### src/rtl/seq_multiplier_radix_if.sv
// Operand/result bundle between a requester and the sequential multiplier.
// Latency: none, wires only.
// Backpressure: start is only taken while busy is low; results are never stalled.
interface seq_multiplier_radix_if #(
    parameter int N = 8
) ();
    logic           start;
    logic           abort;
    logic           signed_mode;
    logic [N-1:0]   multiplier;
    logic [N-1:0]   multiplicand;
    logic           busy;
    logic           ready;
    logic [2*N-1:0] product;

    // Requester side: issues operations, observes status and result
    modport master (
        output start, abort, signed_mode, multiplier, multiplicand,
        input  busy, ready, product
    );

    // Multiplier side
    modport slave (
        input  start, abort, signed_mode, multiplier, multiplicand,
        output busy, ready, product
    );
endinterface

### src/rtl/seq_multiplier_radix.sv
// Iterative shift-add multiplier retiring K multiplier bits per cycle, signed or unsigned.
// Latency: max(1, ceil(msb(|B|)+1)/K)) edges from accepted start to ready pulse.
// Backpressure: start ignored while busy; abort cancels the running operation without ready.
module seq_multiplier_radix #(
    parameter int N = 8,
    parameter int K = 2
) (
    input logic                  clk,
    input logic                  rst_n,
    seq_multiplier_radix_if.slave bus
);
    localparam int STEPS = N / K;
    localparam int CW    = $clog2(STEPS + 1);
    localparam logic [N-1:0]   ONE_N  = {{(N-1){1'b0}}, 1'b1};
    localparam logic [2*N-1:0] ONE_2N = {{(2*N-1){1'b0}}, 1'b1};

    typedef enum logic {IDLE, RUN} state_t;

    state_t         r_state;
    logic [2*N-1:0] r_a;        // multiplicand magnitude, shifted left K per step
    logic [N-1:0]   r_b;        // multiplier magnitude, shifted right K per step
    logic [2*N-1:0] r_acc;
    logic [CW-1:0]  r_cnt;
    logic           r_neg;      // result must be negated on completion
    logic           r_busy;
    logic           r_ready;
    logic [2*N-1:0] r_product;

    logic [N-1:0]   w_mag_a;
    logic [N-1:0]   w_mag_b;
    logic           w_neg;
    logic [2*N-1:0] w_addend;
    logic [2*N-1:0] w_acc_next;
    logic [N-1:0]   w_b_next;
    logic [CW-1:0]  w_cnt_next;
    logic           w_done;
    logic [2*N-1:0] w_result;

    // Operand magnitudes at latch time; -2^(N-1) maps to 2^(N-1), which still fits in N bits unsigned
    always_comb begin
        w_mag_a = bus.multiplicand;
        w_mag_b = bus.multiplier;
        w_neg   = 1'b0;
        if (bus.signed_mode) begin
            if (bus.multiplicand[N-1]) w_mag_a = ~bus.multiplicand + ONE_N;
            if (bus.multiplier[N-1])   w_mag_b = ~bus.multiplier + ONE_N;
            w_neg = bus.multiplicand[N-1] ^ bus.multiplier[N-1];
        end
    end

    // Partial products for the K low multiplier bits of this step
    always_comb begin
        w_addend = '0;
        for (int i = 0; i < K; i++) begin
            if (r_b[i]) w_addend = w_addend + (r_a << i);
        end
    end

    // Next-step values and completion: multiplier exhausted or all N/K steps taken
    always_comb begin
        w_acc_next = r_acc + w_addend;
        w_b_next   = r_b >> K;
        w_cnt_next = r_cnt + CW'(1);
        w_done     = (w_b_next == '0) || (w_cnt_next == CW'(STEPS));
        w_result   = r_neg ? (~w_acc_next + ONE_2N) : w_acc_next;
    end

    // Control FSM and datapath registers; abort wins over a same-edge completion
    always_ff @(posedge clk or negedge rst_n) begin
        if (!rst_n) begin
            r_state   <= IDLE;
            r_a       <= '0;
            r_b       <= '0;
            r_acc     <= '0;
            r_cnt     <= '0;
            r_neg     <= 1'b0;
            r_busy    <= 1'b0;
            r_ready   <= 1'b0;
            r_product <= '0;
        end else begin
            r_ready <= 1'b0;
            case (r_state)
                IDLE: begin
                    if (bus.start) begin
                        r_a     <= {{N{1'b0}}, w_mag_a};
                        r_b     <= w_mag_b;
                        r_neg   <= w_neg;
                        r_acc   <= '0;
                        r_cnt   <= '0;
                        r_busy  <= 1'b1;
                        r_state <= RUN;
                    end
                end
                RUN: begin
                    if (bus.abort) begin
                        r_busy  <= 1'b0;
                        r_state <= IDLE;
                    end else begin
                        r_acc <= w_acc_next;
                        r_a   <= r_a << K;
                        r_b   <= w_b_next;
                        r_cnt <= w_cnt_next;
                        if (w_done) begin
                            r_product <= w_result;
                            r_ready   <= 1'b1;
                            r_busy    <= 1'b0;
                            r_state   <= IDLE;
                        end
                    end
                end
                default: r_state <= IDLE;
            endcase
        end
    end

    assign bus.busy    = r_busy;
    assign bus.ready   = r_ready;
    assign bus.product = r_product;
endmodule

### src/flat_wrapper.sv
// flat-port wrapper written by rule: the top's interface ports become plain ports
module seq_multiplier_radix_flat 
#(
    parameter int N = 8,
    parameter int K = 2
)
  (clk, rst_n, bus_start, bus_abort, bus_signed_mode, bus_multiplier, bus_multiplicand, bus_busy, bus_ready, bus_product);
  seq_multiplier_radix_if #(.N(N)) bus_i ();
  input logic clk;
  input logic rst_n;
  input wire logic [$bits(bus_i.start)-1:0] bus_start;
  input wire logic [$bits(bus_i.abort)-1:0] bus_abort;
  input wire logic [$bits(bus_i.signed_mode)-1:0] bus_signed_mode;
  input wire logic [$bits(bus_i.multiplier)-1:0] bus_multiplier;
  input wire logic [$bits(bus_i.multiplicand)-1:0] bus_multiplicand;
  output wire logic [$bits(bus_i.busy)-1:0] bus_busy;
  output wire logic [$bits(bus_i.ready)-1:0] bus_ready;
  output wire logic [$bits(bus_i.product)-1:0] bus_product;
  assign bus_i.start = bus_start;
  assign bus_i.abort = bus_abort;
  assign bus_i.signed_mode = bus_signed_mode;
  assign bus_i.multiplier = bus_multiplier;
  assign bus_i.multiplicand = bus_multiplicand;
  assign bus_busy = bus_i.busy;
  assign bus_ready = bus_i.ready;
  assign bus_product = bus_i.product;
  seq_multiplier_radix #(.N(N), .K(K)) u_core (.clk(clk), .rst_n(rst_n), .bus(bus_i));
endmodule
### config.mk
export PLATFORM = sky130hd
export DESIGN_NAME = seq_multiplier_radix_flat
export DESIGN_NICKNAME = d
export VERILOG_FILES = /design/src/rtl/seq_multiplier_radix_if.sv /design/src/rtl/seq_multiplier_radix.sv /design/src/flat_wrapper.sv
export SDC_FILE = /design/constraint.sdc
export NUM_CORES = 1
export LEC_CHECK = 0
export ABC_AREA = 1
export BUFFER_PORTS_ARGS = -buffer_cell sky130_fd_sc_hd__buf_2
export CAP_MARGIN = 20
export CORE_MARGIN = 10
export CORE_UTILIZATION = 55
export CTS_CLUSTER_DIAMETER = 40
export DETAILED_ROUTE_END_ITERATION = 7
export PLACE_DENSITY_LB_ADDON = 0.15
export SYNTH_ARGS = -nofsm -noshare
export SYNTH_HDL_FRONTEND = slang
export SYNTH_SLANG_ARGS = --single-unit
### constraint.sdc
create_clock -name clk -period 7.3 [get_ports clk]
set_input_delay 1.46 -clock clk [delete_from_list [all_inputs] [get_ports clk]]
set_output_delay 1.46 -clock clk [all_outputs]
set_load 0.05 [all_outputs]
# Yosys cells after proc, flatten, opt, wreduce, memory -nomap -nowiden
# Index checks and enable logic that the tools add are counted.
[word_totals] register_bits=63 latchBits=0 ramBits=0 romBits=0 input_bits=21 output_inout_bits=18 n_memories=0
[op_classes] addsub=6 mul=0 div=0 order_cmp=0 n_eq_ne=4 n_shift=0 n_mux=31 n_bitwise=6 n_reduce_logical=6
[ops] operator="16-bit two-way mux" n=7
[ops] operator="16-bit one-hot mux with 2 select lines" n=2
[ops] operator="8-bit two-way mux" n=6
[ops] operator="16-bit adder" n=2
[ops] operator="16-bit by 1-bit adder with 16-bit output, second input constant" n=1
[ops] operator="8-bit by 1-bit adder with 8-bit output, second input constant" n=2
[ops] operator="16-bit NOT" n=1
[ops] operator="8-bit NOT" n=2
[ops] operator="8-bit one-hot mux with 2 select lines" n=1
[ops] operator="1-bit two-way mux" n=10
[ops] operator="8-bit logical NOT" n=1
[ops] operator="3-bit two-way mux" n=2
[ops] operator="3-bit one-hot mux with 2 select lines" n=1
[ops] operator="2-bit AND reduction" n=3
[ops] operator="2-bit inequality test, second input constant" n=2
[ops] operator="1-bit one-hot mux with 2 select lines" n=2
[ops] operator="3-bit by 1-bit adder with 3-bit output, second input constant" n=1
[ops] operator="3-bit equality test, second input constant" n=1
[ops] operator="3-bit inequality test, second input constant" n=1
[ops] operator="3-bit AND reduction" n=1
[ops] operator="1-bit NOT" n=2
[ops] operator="1-bit logical OR" n=1
[ops] operator="1-bit bitwise XOR" n=1

# Longest topological paths before layout
[depth] depth_word=7 ltp_mapped=37

# Least setup slack after synthesis
# Ideal clock, no wire load.
[synth_timing] path_kind="reg-to-reg" start="reg u_core.r_b[0]" end="reg u_core.r_product[15], in the netlist u_core.bus.product[15]" arrival_ns=3.499 setup_slack_ns=3.685 path_stages_with_launch=31 path_buffers=1 synth_period_minus_slack_ns=3.615 path_cell_list="dfrtp_1 buf_6 nand2_1 inv_1 ha_1 inv_1 fa_1 inv_1 nand3_2 nand2_2 nand2_1 or2_1 nand2_1 inv_1 or2_0 a31oi_1 ha_1 nand2_1 inv_1 nand2_1 nand2_1 a21oi_1 nand2_1 nand2_1 nand2_1 a21oi_1 nand3_1 nand2_1 nand2_1 nand3_2 nand2_2"
[synth_via] elab_chain_len=7
[synth_rtl] item="start, declared" line_no="seq_multiplier_radix.sv:21" rtl="logic [N-1:0] r_b;"
[synth_rtl] item="start signal, assigned" line_no="seq_multiplier_radix.sv:86" rtl="r_b <= w_mag_b;"
[synth_rtl] item="start signal, assigned" line_no="seq_multiplier_radix.sv:101" rtl="r_b <= w_b_next;"
[synth_rtl] item="16-bit two-way mux *" line_no="seq_multiplier_radix.sv:55" rtl="if (r_b[i]) w_addend = w_addend + (r_a << i);"
[synth_rtl] item="16-bit adder" line_no="seq_multiplier_radix.sv:55"
[synth_rtl] item="16-bit two-way mux *" line_no="seq_multiplier_radix.sv:55"
[synth_rtl] item="16-bit adder *" line_no="seq_multiplier_radix.sv:61" rtl="w_acc_next = r_acc + w_addend;"
[synth_rtl] item="16-bit NOT" line_no="seq_multiplier_radix.sv:65" rtl="w_result = r_neg ? (~w_acc_next + ONE_2N) : w_acc_next;"
[synth_rtl] item="16-bit by 1-bit adder with 16-bit output" line_no="seq_multiplier_radix.sv:65"
[synth_rtl] item="16-bit two-way mux *" line_no="seq_multiplier_radix.sv:65"
[synth_rtl] item="end signal, assigned" line_no="seq_multiplier_radix.sv:104" rtl="r_product <= w_result;"
[synth_rtl] item="end, declared" line_no="seq_multiplier_radix.sv:27" rtl="logic [2*N-1:0] r_product;"
# Every way passes the cells marked *; elsewhere a longest branch is shown, timed or not.
# A chain may end at the register's enable or synchronous reset.

# Final worst setup path
[layout_timing] start="reg u_core.r_b[0]" end="reg u_core.r_product[13], in the netlist u_core.bus.product[13]"
# The elaborated chain is that of the path after synthesis.

==> metrics.cfg <==
[timing]
setup_viol=0
rsz0062_at_grt=false
period_share=0.623
min_period_ps=4550
hold_viol=0
worstMarginPinSlew_ps=946
holdWs_ps=476
slew_headroom=0.368
worst_clock_skew_ps=8.72
drv_slew=0
timing.fmax_ghz=0.220
fin_tns_setup_ps=0

[worst_setup_path]
reg2regPathDepth=28
crit_path_max_fanout=21
path_common_cell=nand2_1
r2r_slack_ps=2750
r2r-end=u_core.bus.product[13]
cpPeakStageDelay_ps=870
cp_slowest_cell=dfrtp_1
crit_type=flop to flop
crit_path_end_kind=flop
worstSetupStartpointType=flop
cp.arrival_ps=4790
regToRegStartpoint=u_core.r_b[0]
crit_required_ps=7550

[worst_hold_path]
min_to=u_core.bus.busy
worstHoldStart=u_core.bus.busy
worstHoldPathCells=2
worstHoldPathType=flop to flop

[flow_run]
cap_viol_max_count=0

[floorplanning]
fp-row-count=35
num_io_pins=39
coreArea_um2=9200
initial_core_util=0.560
dieArea_um2=13600
die_h_um=117
die_x_um=117

[routing]
routed_via_density=5.35
vias=4819
wl_mm=12.4
drcViolationCount=0
drt-initial-drc-count=265
drt-wirelength-per-cell_um=13.8
ant_nets=0
drt-pass1-iter-count=5

[yosys]
synthArstFlopShare=1.00
synth_seq_cells=63
synth_area_leaders=dfrtp_1 31%, nand2_1 17%, ha_1 7.3%, inv_1 6.9%, o21ai_0 5.8%
syn-instance-count=748
yosysWarningCount=0
synthMostInstantiatedCell=nand2_1
synth.distinct_cells=48
yosys.area.top_type=dfrtp_1
ys.flop_type=dfrtp_1
synth_edf_count=0
synth_area_um2=5150
synth_area_per_cell_um2=6.89
ys_top_cells_by_count=233 x nand2_1, 95 x inv_1, 63 x dfrtp_1, 60 x o21ai_0
synth-seq-area-share=0.306
syn-num-nets=801
synth_top_area_frac=0.306

[grt]
grt_max_degree=64
grt.overflow.total=0
grt_first_pass_wirelength_mm=21.9
grtUsageTotal=0.197
grt_pass1_vias=4811
antenna_found_initial=0

[power_and_ir_drop]
irDropWorstVdd_v=0.000246
powerDensity_nw_per_um2=495
switchingPower_w=0.00150
clkPwrFrac=0.136
seq_power_share=0.227
p_int_w=0.00129
combPwrFrac=0.637
design_power_total_w=0.00280
p_leak_nw=3.05
sw_frac_of_total=0.538

[cts]
postCtsSetupBuffers=0
postCtsHoldBufs=0
htreeDepth=3
postCtsResizedCells=0
clk_pin_slew_worst_paths_ps=70
cts_tree=done
cts-root-buf=clkbuf_8
cts_buffer_depth=2
cts_sinks=63
clk_latency_ps=350
cts_buffers=9

[placement]
place.gp.congestion=0.858
dpl.hpwl_mm=9.58
portBuffers=38
dpl_cell_area_um2=5410

[cells_and_area]
nets=837
drive_gt1_frac=0.151
multiInputGateArea_um2=3070
fill_cells=885
area_growth_pct=9.74
fin_area_um2=5650
fin_util=0.615
seq_area_um2=1580
diodes=0

[outcome]
status=finished, final reports clean

[how the worst max path moves through the flow]
stage                   from                     end  slack, ps  depth (start not counted)
5_1_grt        u_core.r_b[0]  u_core.bus.product[15]       2280                         34
6_report       u_core.r_b[0]  u_core.bus.product[13]       2750                         28
3_5_place_dp   u_core.r_b[0]  u_core.bus.product[15]       2790                         29
4_1_cts        u_core.r_b[0]  u_core.bus.product[15]       2780                         29
2_1_floorplan  u_core.r_b[0]  u_core.bus.product[15]       3680                         30
3_3_place_gp   u_core.r_b[0]  u_core.bus.product[15]       2850                         29
[state kept, by name, indices dropped and copies added, names as in the netlist]
| name | count |
|---|---|
| u_core.bus.product | 16 |
| u_core.r_neg | 1 |
| u_core.r_b | 8 |
| u_core.r_acc | 16 |
| u_core.bus.ready | 1 |
| u_core.r_state | 1 |
| u_core.r_a | 16 |
| u_core.r_cnt | 3 |
| u_core.bus.busy | 1 |
[logic make-up after synthesis]
group | count (synthesis) | share of synthesized area
AND/OR/NAND/NOR | 376 | 0.331
buffers and inverters | 128 | 0.0976
AO/OA/AOI/OAI | 123 | 0.137
flip-flops | 63 | 0.306
adder cells (fa/ha/maj) | 32 | 0.0806
XOR/XNOR | 26 | 0.0479
[metal layers]
layer	track usage	routed length [um]	vias up
li1	-	-	2487
met1	0.245	5670	2220
met2	0.341	6060	96
met3	0.0311	467	16
met4	0.0634	223	0
met5	0	0	-
[through the flow]
stage / worst slack [ps] / std cells
detailed placement: 2790 / 884
CTS: 2780 / 900
global placement: 2850 / 884
finish: 2750 / 900
global route: 2280 / 900
floorplan: 3680 / 748
[cell usage in the layout, fill, tap and decap left out, types with 5 or more instances in the layout]
master	netlist	final
a21oi_1	20	20
buf_2	2	38
clkbuf_8	0	10
dfrtp_1	63	63
ha_1	30	30
inv_1	95	95
inv_2	15	15
nand2_1	233	233
nand2_2	22	22
nand3_1	36	36
nand3_2	9	9
nand3b_1	5	5
nand4_1	11	11
nor2_1	36	36
nor3_1	6	6
o211ai_1	5	5
o21ai_0	60	60
o21ai_1	6	6
o22ai_1	12	12
xnor2_1	8	8
xor2_1	17	17
[worst max-delay path: cells and delay by family (launching register included)]
kind | cells | cell delay (ps)
AOI/OAI and AO/OA | 3 | 580
adders and majority gates | 3 | 910
buffers and inverters | 4 | 290
DFF | 1 | 870
and+or+nand+nor | 18 | 1770
[final cells by class]
| type | instances | area share |
|---|---|---|
| Tap cell | 111 | 0.0246 |
| Clock buffer | 13 | 0.0263 |
| Sequential cell | 63 | 0.279 |
| Timing Repair Buffer | 39 | 0.0350 |
| Inverter | 114 | 0.0759 |
| Multi-Input combinational cell | 557 | 0.543 |
| Clock inverter | 3 | 0.0159 |
[power by group through the flow]
stage | sequential [W] | clock [W] | combinational, W
floorplan | 0.000739 | 0 | 0.00129
global placement | 0.000635 | 0 | 0.00174
detailed placement | 0.000637 | 0 | 0.00178
CTS | 0.000632 | 0.000385 | 0.00179
global route | 0.000658 | 0.000403 | 0.00202
finish | 0.000635 | 0.000381 | 0.00178
Power figures use the tool's default switching activity.
